[config.mk]
export PLATFORM = sky130hd
export DESIGN_NAME = muldiv_hilo_ctrl_flat
export DESIGN_NICKNAME = d
export VERILOG_FILES = /design/src/rtl/muldiv_hilo_ctrl_pkg.sv /design/src/rtl/muldiv_hilo_ctrl_if.sv /design/src/rtl/muldiv_hilo_ctrl_mul_shift_add_core.sv /design/src/rtl/muldiv_hilo_ctrl.sv /design/src/flat_wrapper.sv
export SDC_FILE = /design/constraint.sdc
export NUM_CORES = 1
export LEC_CHECK = 0
export ABC_AREA = 1
export CAP_MARGIN = 20
export CORE_MARGIN = 10
export CORE_UTILIZATION = 63
export CTS_CLUSTER_DIAMETER = 40
export DETAILED_ROUTE_END_ITERATION = 10
export PLACE_DENSITY = 0.86
export REMOVE_ABC_BUFFERS = 1
export SETUP_SLACK_MARGIN = 0.3
export SYNTH_ARGS = -nofsm -noshare
export SYNTH_HDL_FRONTEND = slang
export SYNTH_SLANG_ARGS = --single-unit
[constraint.sdc]
create_clock -name clk -period 3.4 [get_ports clk]
set_clock_uncertainty 0.15 [all_clocks]
set_input_delay 0.68 -clock clk [delete_from_list [all_inputs] [get_ports clk]]
set_output_delay 0.68 -clock clk [all_outputs]
set_load 0.005 [all_outputs]
[src/rtl/muldiv_hilo_ctrl_pkg.sv]
// Shared definitions for the HI/LO multiply controller: MIPS funct codes and FSM states.
package muldiv_pkg;

  localparam logic [5:0] FN_MFHI  = 6'b010000;
  localparam logic [5:0] FN_MTHI  = 6'b010001;
  localparam logic [5:0] FN_MFLO  = 6'b010010;
  localparam logic [5:0] FN_MTLO  = 6'b010011;
  localparam logic [5:0] FN_MULT  = 6'b011000;
  localparam logic [5:0] FN_MULTU = 6'b011001;

  typedef enum logic [1:0] {
    S_IDLE = 2'd0,
    S_LOAD = 2'd1,
    S_RUN  = 2'd2,
    S_DONE = 2'd3
  } state_t;

endpackage

[src/rtl/muldiv_hilo_ctrl_if.sv]
// EX-stage <-> HI/LO unit bus: op request, flush, stall/forward and HI/LO visibility.
interface muldiv_hilo_ctrl_if #(parameter int WIDTH = 32);
  logic             op_valid;
  logic [5:0]       funct;
  logic [WIDTH-1:0] dataA;
  logic [WIDTH-1:0] dataB;
  logic             flush;
  logic             stall;
  logic             busy;
  logic [WIDTH-1:0] rd_data;
  logic [WIDTH-1:0] hi;
  logic [WIDTH-1:0] lo;

  modport master (
    output op_valid, funct, dataA, dataB, flush,
    input  stall, busy, rd_data, hi, lo
  );

  modport slave (
    input  op_valid, funct, dataA, dataB, flush,
    output stall, busy, rd_data, hi, lo
  );
endinterface

[src/rtl/muldiv_hilo_ctrl_mul_shift_add_core.sv]
// Iterative shift-add multiplier datapath: one conditional add and shift per i_step.
module mul_shift_add_core #(
  parameter int WIDTH = 32
) (
  input  logic               clk,
  input  logic               reset,
  input  logic               i_start,
  input  logic               i_load,
  input  logic               i_step,
  input  logic [WIDTH-1:0]   i_a,
  input  logic [WIDTH-1:0]   i_b,
  output logic [2*WIDTH-1:0] o_product
);

  logic [2*WIDTH-1:0] r_p;
  logic [2*WIDTH-1:0] r_t;
  logic [WIDTH-1:0]   r_y;

  always_ff @(posedge clk or negedge reset) begin
    if (!reset) begin
      r_p <= '0;
      r_t <= '0;
      r_y <= '0;
    end else begin
      if (i_start)
        r_p <= '0;
      else if (i_step && r_y[0])
        r_p <= r_p + r_t;

      // T is the multiplicand aligned to the current multiplier bit
      if (i_load) begin
        r_t <= {{WIDTH{1'b0}}, i_a};
        r_y <= i_b;
      end else if (i_step) begin
        r_t <= r_t << 1;
        r_y <= r_y >> 1;
      end
    end
  end

  assign o_product = r_p;

endmodule

[src/rtl/muldiv_hilo_ctrl.sv]
// HI/LO owner and multiplier sequencer for the MIPS EX stage.
// Define SIGNED_MULT_EN to execute MULT as signed; otherwise MULT is ignored.
module muldiv_hilo_ctrl
  import muldiv_pkg::*;
#(
  parameter int WIDTH = 32,
  parameter int CNT_W = 6
) (
  input  logic              clk,
  input  logic              reset,
  muldiv_hilo_ctrl_if.slave bus
);

  state_t r_state, w_state_next;
  logic [CNT_W-1:0]   r_count;
  logic [WIDTH-1:0]   r_hi, r_lo;
  logic [WIDTH-1:0]   r_op_a, r_op_b;
  logic [WIDTH-1:0]   w_core_a, w_core_b;
  logic [2*WIDTH-1:0] w_product, w_result;
  logic w_fn_mfhi, w_fn_mflo, w_fn_mthi, w_fn_mtlo, w_fn_multu, w_fn_mult;
  logic w_hilo_op, w_accept;
  logic w_core_start, w_core_load, w_core_step;

  assign w_fn_mfhi  = (bus.funct == FN_MFHI);
  assign w_fn_mflo  = (bus.funct == FN_MFLO);
  assign w_fn_mthi  = (bus.funct == FN_MTHI);
  assign w_fn_mtlo  = (bus.funct == FN_MTLO);
  assign w_fn_multu = (bus.funct == FN_MULTU);

`ifdef SIGNED_MULT_EN
  logic r_op_signed, r_neg;

  assign w_fn_mult = (bus.funct == FN_MULT);

  always_ff @(posedge clk or negedge reset) begin
    if (!reset) begin
      r_op_signed <= 1'b0;
      r_neg       <= 1'b0;
    end else begin
      if (w_accept)
        r_op_signed <= w_fn_mult;
      if (r_state == S_LOAD)
        r_neg <= r_op_signed & (r_op_a[WIDTH-1] ^ r_op_b[WIDTH-1]);
    end
  end

  assign w_core_a = (r_op_signed && r_op_a[WIDTH-1]) ? -r_op_a : r_op_a;
  assign w_core_b = (r_op_signed && r_op_b[WIDTH-1]) ? -r_op_b : r_op_b;
  assign w_result = r_neg ? -w_product : w_product;
`else
  assign w_fn_mult = 1'b0;
  assign w_core_a  = r_op_a;
  assign w_core_b  = r_op_b;
  assign w_result  = w_product;
`endif

  assign w_hilo_op = bus.op_valid & (w_fn_mfhi | w_fn_mflo | w_fn_mthi | w_fn_mtlo |
                                     w_fn_multu | w_fn_mult);
  assign w_accept  = (r_state == S_IDLE) & bus.op_valid & (w_fn_multu | w_fn_mult) & ~bus.flush;

  always_ff @(posedge clk or negedge reset) begin
    if (!reset)
      r_state <= S_IDLE;
    else
      r_state <= w_state_next;
  end

  always_comb begin
    w_state_next = r_state;
    w_core_start = 1'b0;
    w_core_load  = 1'b0;
    w_core_step  = 1'b0;
    case (r_state)
      S_IDLE: if (w_accept) w_state_next = S_LOAD;
      S_LOAD: begin
        w_core_start = 1'b1;
        w_core_load  = 1'b1;
        w_state_next = S_RUN;
      end
      S_RUN: begin
        w_core_step = 1'b1;
        if (r_count == CNT_W'(WIDTH - 1)) w_state_next = S_DONE;
      end
      S_DONE:  w_state_next = S_IDLE;
      default: w_state_next = S_IDLE;
    endcase
    if (bus.flush && r_state != S_IDLE)
      w_state_next = S_IDLE;
  end

  // Operands are captured at accept because the pipeline moves on immediately
  always_ff @(posedge clk or negedge reset) begin
    if (!reset) begin
      r_op_a  <= '0;
      r_op_b  <= '0;
      r_count <= '0;
    end else begin
      if (w_accept) begin
        r_op_a <= bus.dataA;
        r_op_b <= bus.dataB;
      end
      if (r_state == S_LOAD)
        r_count <= '0;
      else if (r_state == S_RUN)
        r_count <= r_count + 1'b1;
    end
  end

  always_ff @(posedge clk or negedge reset) begin
    if (!reset) begin
      r_hi <= '0;
      r_lo <= '0;
    end else if (r_state == S_DONE && !bus.flush) begin
      r_hi <= w_result[2*WIDTH-1:WIDTH];
      r_lo <= w_result[WIDTH-1:0];
    end else if (r_state == S_IDLE && bus.op_valid && !bus.flush) begin
      if (w_fn_mthi) r_hi <= bus.dataA;
      if (w_fn_mtlo) r_lo <= bus.dataA;
    end
  end

  mul_shift_add_core #(.WIDTH(WIDTH)) u_core (
    .clk       (clk),
    .reset     (reset),
    .i_start   (w_core_start),
    .i_load    (w_core_load),
    .i_step    (w_core_step),
    .i_a       (w_core_a),
    .i_b       (w_core_b),
    .o_product (w_product)
  );

  assign bus.stall   = w_hilo_op & (r_state != S_IDLE);
  assign bus.busy    = (r_state != S_IDLE);
  assign bus.hi      = r_hi;
  assign bus.lo      = r_lo;
  assign bus.rd_data = (bus.op_valid && w_fn_mfhi) ? r_hi :
                       (bus.op_valid && w_fn_mflo) ? r_lo : '0;

endmodule

[src/flat_wrapper.sv]
// flat-port wrapper written by rule: the top's interface ports become plain ports
module muldiv_hilo_ctrl_flat import muldiv_pkg::*;
#(
  parameter int WIDTH = 32,
  parameter int CNT_W = 6
)
  (clk, reset, bus_op_valid, bus_funct, bus_dataA, bus_dataB, bus_flush, bus_stall, bus_busy, bus_rd_data, bus_hi, bus_lo);
  muldiv_hilo_ctrl_if #(.WIDTH(WIDTH)) bus_i ();
  input  logic clk;
  input  logic reset;
  input wire logic [$bits(bus_i.op_valid)-1:0] bus_op_valid;
  input wire logic [$bits(bus_i.funct)-1:0] bus_funct;
  input wire logic [$bits(bus_i.dataA)-1:0] bus_dataA;
  input wire logic [$bits(bus_i.dataB)-1:0] bus_dataB;
  input wire logic [$bits(bus_i.flush)-1:0] bus_flush;
  output wire logic [$bits(bus_i.stall)-1:0] bus_stall;
  output wire logic [$bits(bus_i.busy)-1:0] bus_busy;
  output wire logic [$bits(bus_i.rd_data)-1:0] bus_rd_data;
  output wire logic [$bits(bus_i.hi)-1:0] bus_hi;
  output wire logic [$bits(bus_i.lo)-1:0] bus_lo;
  assign bus_i.op_valid = bus_op_valid;
  assign bus_i.funct = bus_funct;
  assign bus_i.dataA = bus_dataA;
  assign bus_i.dataB = bus_dataB;
  assign bus_i.flush = bus_flush;
  assign bus_stall = bus_i.stall;
  assign bus_busy = bus_i.busy;
  assign bus_rd_data = bus_i.rd_data;
  assign bus_hi = bus_i.hi;
  assign bus_lo = bus_i.lo;
  muldiv_hilo_ctrl #(.WIDTH(WIDTH), .CNT_W(CNT_W)) u_core (.clk(clk), .reset(reset), .bus(bus_i));
endmodule
Word level (Yosys, flattened, before mapping) --
Index checks and enable logic that the tools add are counted.
Cells by class: $add $sub $neg 2, multiply operators 0, divide/modulo/power cells 0, magnitude comparators 0, equality and inequality tests 11, shift-type cells 0, multiplexer cells 22, bitwise operators 10, reductions and logical operators 19
Operators with widths (number):
- $mux 32 | 10
- $mux 64 | 4
- $add 64x64->64 | 1
- $eq 6x5->1 const B | 6
- $reduce_bool 2->1 | 7
- $mux 6 | 2
- $pmux 2 s4 | 1
- $logic_and 1x1->1 | 7
- $add 6x1->6 const B | 1
- $mux 2 | 3
- $reduce_and 2->1 | 3
- $and 1x1->1 | 5
- $eq 2x2->1 const B | 2
- $or 1x1->1 | 4
- $ne 3x1->1 const B | 1
- $ne 3x2->1 const B | 1
- $eq 2x1->1 const B | 1
- $logic_not 2->1 | 1
- $mux 1 | 2
- $logic_not 1->1 | 1
- $not 1->1 | 1
Word-level totals: bits in registers 296, latch bits 0, RAM bits 0, bits in read-only memories 0, input bits 74, output and inout port bits 98, word-level logic and storage cells 73, memories 0

Longest topological paths before layout --
Gate-level depths: netlist of the first run.
word-level depth 7, gate-level depth with buffers 17, depth with buffers taken out 17

Modules after synthesis --
Synthesis of the first run repeated with hierarchy kept, for this count alone.
Unflattened totals: cell total of the unflattened synthesis 2874, area, all modules 19078.3 sq um
Modules (own cells, without submodules):
- mul_shift_add_core | instances 1, cells each 1950, area each 12117.9 sq um, sequential area each 4003.8 sq um
- muldiv_hilo_ctrl | instances 1, cells each 924, area each 6960.4 sq um, sequential area each 3403.3 sq um

Least setup slack after synthesis of the first run --
No wires, ideal clock.
kind input -> output, start in bus_funct[4], end out bus_rd_data[10], arrival 1.520 ns, data required time 2.570 ns, path slack 1.050 ns, cell stages on the path 7, buffers on the path 1, path through inv_1 nor2_1 nand2_1 inv_1 nand4_1 clkbuf_1 o22ai_1
Between the ends: longest elaborated chain between the ends 4, elaborated cells between the ends (all ways) 6, those cells by class eq/ne: 2; mux: 2; reduce/logical: 2
Ends and longest elaborated chain:
- start, declared | line flat_wrapper.sv:12 | input wire logic [$bits(bus_i.funct)-1:0] bus_funct;
- $eq 6x5->1 | line muldiv_hilo_ctrl.sv:25 | assign w_fn_mflo = (bus.funct == FN_MFLO);
- $logic_and 1x1->1 | line muldiv_hilo_ctrl.sv:138 | (bus.op_valid && w_fn_mflo) ? r_lo : '0;
- $mux 32 | line muldiv_hilo_ctrl.sv:138
- $mux 32 (*) | line muldiv_hilo_ctrl.sv:137 | assign bus.rd_data = (bus.op_valid && w_fn_mfhi) ? r_hi :
- end, declared | line flat_wrapper.sv:18 | output wire logic [$bits(bus_i.rd_data)-1:0] bus_rd_data;
Every way passes the cells marked *; elsewhere a longest branch is shown, timed or not.

Final worst setup path of the first run --
start in bus_funct[1], end out bus_stall
Between the ends: longest elaborated chain between the ends 7, elaborated cells between the ends (all ways) 11, those cells by class eq/ne: 5; bitwise: 6
Ends and longest elaborated chain:
- $eq 6x5->1, on equally long branches | line muldiv_hilo_ctrl.sv:24, muldiv_hilo_ctrl.sv:25
- $or 1x1->1 (3 in series) | line muldiv_hilo_ctrl.sv:57 | assign w_hilo_op = bus.op_valid & (w_fn_mfhi | w_fn_mflo | w_fn_mthi | w_fn_mtlo |
- $or 1x1->1 (*) | line muldiv_hilo_ctrl.sv:57
- $and 1x1->1 (*) | line muldiv_hilo_ctrl.sv:57
- $and 1x1->1 (*) | line muldiv_hilo_ctrl.sv:133 | assign bus.stall = w_hilo_op & (r_state != S_IDLE);
- end, declared | line flat_wrapper.sv:16 | output wire logic [$bits(bus_i.stall)-1:0] bus_stall;
Marked as above.

==> metrics.md, run 1 <==
| Metric | Value |
|---|---|
| Status | `completed` |
| Mapped Cells | `2708` |
| Initial antenna violation count | `0` |
| Grt total ovfl | `0` |
| Critical Path AT | `~2.3 ns` |
| I/O Pins | `172` |
| Largest net degree at the start of global routing | `87` |
| Relative slew slack | `0.342` |
| Clock-pin slew on the worst setup and hold paths | `about 0.060 ns` |
| Highest Clock Rate | `0.323 GHz` |
| # rows | `62` |
| WHS | `0.0355 ns` |
| Pleak | `11.8 nW` |
| Area delta synth->final | `20.1%` |
| Clock sinks | `just under 300` |
| DRT antenna net count | `0` |
| Layout fillers | `roughly 2000` |
| 1st-pass router iterations | `6` |
| Final WS setup | `0.306 ns` |
| Routed length per instance | `20.4 um` |
| Clk buf depth | `3` |
| Port Buffers | `~170` |
| Worst Path Max Fanout | `5` |
| Worst Max-Slew Pin Slew | `0.986 ns` |
| CTS tree | `built` |
| Worst setup slack after placement | `-0.197 ns` |
| CTS Buf Count | `38` |
| Worst r2r path cells | `15` |
| RSZ-0062 raised after global routing | `no` |
| Final Max Tran Viols | `0` |
| Part of the cycle the worst path needs | `0.910` |
| Worst Path Required | `2.57 ns` |
| Multi-input logic area | `8650 sq um` |
| Max-Cap Viols | `0` |
| Residual DRC count | `0` |
| Total number of H-tree levels | `2` |
| Vias in the first global route | `~19000` |
| Synth unique cells | `34` |
| Sequential area share after synthesis | `0.403` |
| Reg-to-reg endpoint | `u_core.u_core.o_product[40]$_DFFE_PN0P_` |
| Cell Area, Synth | `18400 sq um` |
| Total global-route track usage | `0.358` |
| Startpoint types | `input port` |
| Layout cells sized above 1 | `0.0754` |
| Synth top area cells | `dfrtp_1 (40%), nand2_1 (21%), inv_1 (11%)` |
| FF+latch area | `7410 sq um` |
| Layout Nets | `around 3000` |
| Post-DP HPWL | `between 40 and 50 mm` |
| Initial core utilization | `0.639` |
| FF+latch count, synth | `~300` |
| Internal power | `7.52 mW` |
| Synthesis Warnings | `0` |
| Post-synth top area share | `0.403` |
| Hold violation count in the final report | `0` |
| Average cell area after synthesis | `6.79 sq um` |
| Diode count | `0` |
| Clk_lat worst skew | `0.53 ns` |
| HP Class | `in -> async` |
| Max VDD drop | `0.740 mV` |
| Sw Pwr | `about 4.2 mW` |
| Fin crit period | `about 3.1 ns` |
| Final TNS setup | `0 ns` |
| Worst Setup End Kind | `primary output` |
| Violation count after the first detailed-route iteration | `~2500` |
| Pwr Density | `roughly 530 nW/um^2` |
| Wirelength, routed | `about 67 mm` |
| First-pass GRT wire length | `103 mm` |
| Reg-to-reg slack, setup | `0.59 ns` |
| Core area | `28800 sq um` |
| GP Congestion | `slightly above 1` |
| Vias per inst | `5.90` |
| Reg power frac | `0.361` |
| Die span in x | `191 um` |
| DR vias | `19400` |
| Reg2reg start | `u_core.u_core.r_t[0]$_DFFE_PN0P_` |
| Setup CP Type | `in -> out` |
| Logic pwr share | `0.259` |
| Clock power share | `0.380` |
| Die height | `191 um` |
| Post-synth top area cell | `dfrtp_1` |
| Clock Tree Root | `clkbuf_16` |
| Sw frac | `0.356` |
| Die area | `approximately 36000 sq um` |
| Final setup violation count | `0` |
-- synth_stat cells, drive strengths merged --
cell type / count
nand2: 1043
inv: 558
dfrtp: 296
nor2: 149
nand3: 143
o21ai: 77
o22ai: 72
ha: 69
a21oi: 66
clkbuf: 64
o221ai: 60
o211ai: 38
buf: 18
nor3: 18
nand4: 10
or2: 4
a21boi: 3
clkinv: 3
nor4: 3
o21bai: 3
o32ai: 3
a31oi: 2
o21a: 2
xor2: 2
and2: 1
fa: 1
-- per-stage QoR --
stage | power, mW | util | area [sq um] | std cells
3_3_place_gp | 6.87 | 0.715 | 20600 | 3209
3_5_place_dp | 7.04 | 0.715 | 20600 | 3209
2_1_floorplan | 5.74 | - | 18100 | 2626
6_report | 11.7 | 0.768 | 22100 | 3290
5_1_grt | 12.1 | 0.768 | 22100 | 3290
4_1_cts | 11.5 | 0.765 | 22000 | 3287
-- cell families (layout without fill, tap and decap cells) --
kind of cell / Yosys count / in the layout / share of synthesized area
compound gates: 326 / 326 / 0.113
flops: 296 / 296 / 0.403
fa+ha+maj: 70 / 70 / 0.0480
buf+inv: 643 / 841 / 0.132
xor+xnor: 2 / 2 / 0.000952
simple gates: 1371 / 1371 / 0.303
-- worst max-delay path, stage by stage --
cell and delay [ns]:
clkdlybuf4s50_1 0.46, inv_2 0.16, nand4_1 0.23, a21oi_1 0.20, clkdlybuf4s50_1 0.53
-- state kept, by name, indices dropped and copies added, names as in the netlist --
register                 count
u_core.r_state               2
u_core.u_core.r_t           64
u_core.r_op_b               32
u_core.u_core.r_y           32
u_core.bus.hi               32
u_core.bus.lo               32
u_core.u_core.o_product     64
u_core.r_count               6
u_core.r_op_a               32
-- layout make-up --
class,instances,area share
clock buffers,45,0.0470
well taps,384,0.0217
clock inverters,24,0.0165
repair buffers,211,0.0927
inverters,561,0.0953
flip-flops and latches,296,0.335
multi-input cells,1769,0.392
-- power groups by stage --
stage | sequential, mW | clock [mW] | combinational, mW
6_report | 4.21 | 4.44 | 3.03
4_1_cts | 4.19 | 4.45 | 2.89
3_3_place_gp | 4.21 | 0 | 2.66
5_1_grt | 4.24 | 4.58 | 3.24
3_5_place_dp | 4.23 | 0 | 2.81
2_1_floorplan | 4.15 | 0 | 1.59
-- worst max path at each step --
stage	startpoint	end	slack [ns]	depth (start not counted)
global route	bus_funct[1]	bus_stall	0.28	5
floorplan	u_core.r_state[0]$_DFFE_PN0P_	u_core.u_core.r_t[2]$_DFFE_PN0P_	-0.92	4
CTS	bus_funct[4]	bus_stall	0.25	8
global placement	bus_funct[4]	bus_rd_data[5]	-0.04	9
finish	bus_funct[1]	bus_stall	0.31	5
detailed placement	bus_funct[4]	bus_rd_data[4]	-0.20	9
-- layout by cell type (no fill, tap or decap), drive strengths merged, types with 45 or more instances in the layout --
cell type / n
a21oi: 66
ha: 69
buf: 72
o22ai: 72
nand2: 1043
dfrtp: 296
nand3: 143
nor2: 149
clkbuf: 45
clkdlybuf4s50: 134
o21ai: 77
inv: 563
o221ai: 60
-- timing repair --
action                                  CTS  global route
gates cloned                              4             0
endpoints found under the setup margin   32            33
gates resized for setup                 141             9
hold buffers                              0             0
buffers inserted                          5             1
pin swaps                                 0             1
-- metal layers --
layer,track usage,share of wire,vias to the layer above
met5,0,0,-
met4,0.207,0.059,0
li1,-,-,8760
met3,0.0627,0.11,281
met1,0.458,0.38,9018
met2,0.564,0.45,1356
Power figures use the tool's default switching activity.
==> run 2: changes to the inputs <==
Settings changed: CORE_UTILIZATION 63 to 70, DONT_BUFFER_PORTS from default to 1.
==> run 2 against run 1 <==
Against the previous run:
- the flow now finishes with violations (negative hold slack)
- largest power group unchanged
- sequential power about the same
- highest routed layer unchanged
- sequential cell count stayed put
- critical path depth up 3
- critical endpoint is now u_core.r_op_b[20]$_DFFE_PN0P_
- global-route usage up 0.87 points
- clock power is 1% lower
==> metrics.md, run 2 (synthesis gave the netlist of run 1 again) <==
| Metric | Value |
|---|---|
| Status | `finished with violations` |
| Failing checks | `negative hold slack` |
| Violation count after the first detailed-route iteration | `2700` |
| Relative slew slack | `0.221` |
| Clk_lat worst skew | `0.55 ns` |
| Core area | `roughly 26000 sq um` |
| Total global-route track usage | `0.367` |
| Startpoint types | `register` |
| RSZ-0062 raised after global routing | `no` |
| CTS resizes | `0` |
| Worst Path Max Fanout | `55` |
| Clk buf depth | `3` |
| Vias in the first global route | `18100` |
| Clock Tree Root | `clkbuf_16` |
| Layout cells sized above 1 | `0.0571` |
| Clock-pin slew on the worst setup and hold paths | `around 0.060 ns` |
| Max-Cap Viols | `0` |
| Vias per inst | `6.16` |
| Pwr Density | `564 nW/um^2` |
| Initial antenna violation count | `0` |
| Die span in x | `182 um` |
| DR vias | `18800` |
| # rows | `59` |
| Logic pwr share | `0.242` |
| DRT antenna net count | `0` |
| Setup CP Type | `reg -> reg` |
| GR Util met1 | `0.461` |
| Worst Max-Slew Pin Slew | `1.17 ns` |
| Layout fillers | `1813` |
| Wirelength, routed | `64.2 mm` |
| Placed cell count | `2979` |
| Fin crit period | `2.88 ns` |
| Reg power frac | `0.372` |
| Worst Setup End Kind | `register` |
| I/O Pins | `172` |
| Area delta synth->final | `9.28%` |
| CTS Buf Count | `39` |
| Clock sinks | `between 200 and 300` |
| GR peak layer | `met2` |
| Layout Nets | `around 2800` |
| Sw frac | `0.368` |
| Port Buffers | `0` |
| Non-filler cells, final | `a little over 3000` |
| Worst Path Required | `between 3 and 4 ns` |
| Die area | `approximately 33000 sq um` |
| Final WS setup | `0.520 ns` |
| Pleak | `10.9 nW` |
| Routed length per instance | `21.0 um` |
| Final setup violation count | `0` |
| Commonest non-fill, non-tap cells in the layout | `nand2_1 (1021), inv_1 (550), dfrtp_1 (296), nand3_1 (135), nor2_1 (129)` |
| Final Max Tran Viols | `0` |
| Post-DP HPWL | `43.8 mm` |
| Hold violation count in the final report | `296` |
| GP Congestion | `1.09` |
| Total number of H-tree levels | `2` |
| Internal power | `7.17 mW` |
| Critical Path AT | `3.21 ns` |
| Max VDD drop | `1.07 mV` |
| 1st-pass router iterations | `9` |
| Die height | `182 um` |
| CTS tree | `built` |
| Clock power share | `0.386` |
| Commonest non-fill, non-tap cell in the layout | `nand2_1` |
| First-pass GRT wire length | `97.8 mm` |
| Grt total ovfl | `0` |
| Highest Clock Rate | `0.347 GHz` |
| Diode count | `0` |
| WHS | `-0.319 ns` |
| HP Class | `in -> async` |
| Sw Pwr | `around 4.2 mW` |
| Initial core utilization | `0.708` |
| Grt met3 use | `0.0791` |
| Residual DRC count | `0` |
| Part of the cycle the worst path needs | `0.847` |
| Met2 Usage GRT | `0.578` |
| Largest net degree at the start of global routing | `297` |
| Worst setup slack after placement | `0.768 ns` |
[run 2: cell count changes in the layout (fill, tap and decap cells not counted), moves of 3 or more]
cell / delta
buf_12: -4
buf_2: -32
buf_4: -10
bufinv_16: -3
clkdlybuf4s50_1: -134
dlymetal6s2s_1: -4
inv_6: +5
o22ai_1: +7
o22ai_2: -7
[run 2: final cells by class]
type                    instances  area [sq um]  area share
multi-input cells            1769          8600       0.428
repair buffers                 20           203      0.0101
well taps                     335           419      0.0208
flip-flops and latches        296          7410       0.368
inverters                     561          2110       0.105
clock buffers                  46          1050      0.0523
clock inverters                24           324      0.0161
[run 2: critical path: stages, from the launching register on]
cell and delay [ns]:
dfrtp_1 0.43, inv_1 0.14, ha_1 0.24, nand3_1 0.21, nor2_4 0.07, inv_2 0.74
buf_4 0.50, nand2_1 0.17, nand2_1 0.11
[run 2: metrics by stage]
stage / power [mW] / util / instance area (sq um) / hold slack (ns) / setup TNS [ns]
floorplan: 5.74 / - / 18100 / 0.234 / -85.02
global placement: 6.60 / 0.719 / 18700 / 0.243 / 0
detailed placement: 6.74 / 0.719 / 18700 / 0.245 / 0
CTS: 11.1 / 0.772 / 20100 / -0.312 / 0
global route: 11.6 / 0.774 / 20100 / -0.331 / 0
finish: 11.3 / 0.774 / 20100 / -0.319 / 0
[run 2: power by group through the flow]
stage | Sequential, mW | Clock [mW] | Combinational [mW]
floorplan | 4.15 | 0 | 1.59
global placement | 4.22 | 0 | 2.38
detailed placement | 4.24 | 0 | 2.50
CTS | 4.20 | 4.34 | 2.58
global route | 4.24 | 4.51 | 2.88
finish | 4.22 | 4.38 | 2.74
[run 2: final timing paths]
kind	from	to	slack, ns	cells past startpoint
setup / recovery	u_core.r_state[1]$_DFFE_PN0P_	u_core.r_op_b[20]$_DFFE_PN0P_	0.52	8
hold / removal	reset	u_core.u_core.r_t[38]$_DFFE_PN0P_	-0.32	0
setup reg to reg	u_core.r_state[1]$_DFFE_PN0P_	u_core.r_op_b[20]$_DFFE_PN0P_	0.52	8
hold reg to reg	u_core.r_op_b[3]$_DFFE_PN0P_	u_core.r_op_b[3]$_DFFE_PN0P_	0.32	2
max in group asynchronous	reset	u_core.u_core.r_t[63]$_DFFE_PN0P_	2.65	0
min in group clk	bus_dataB[9]	u_core.r_op_b[9]$_DFFE_PN0P_	0.10	2
[run 2: what timing repair did]
action | 4_1_cts | 5_1_grt
endpoints found under the setup margin | 0 | 0
setup buffers | 0 | 0
endpoints found under the hold margin | 296 | 296
[run 2: layer usage]
| layer | wire length [um] | up-vias |
|---|---|---|
| met2 | 28500 | 1483 |
| met5 | 0 | - |
| li1 | - | 8360 |
| met4 | 4310 | 0 |
| met1 | 23800 | 8624 |
| met3 | 7610 | 333 |
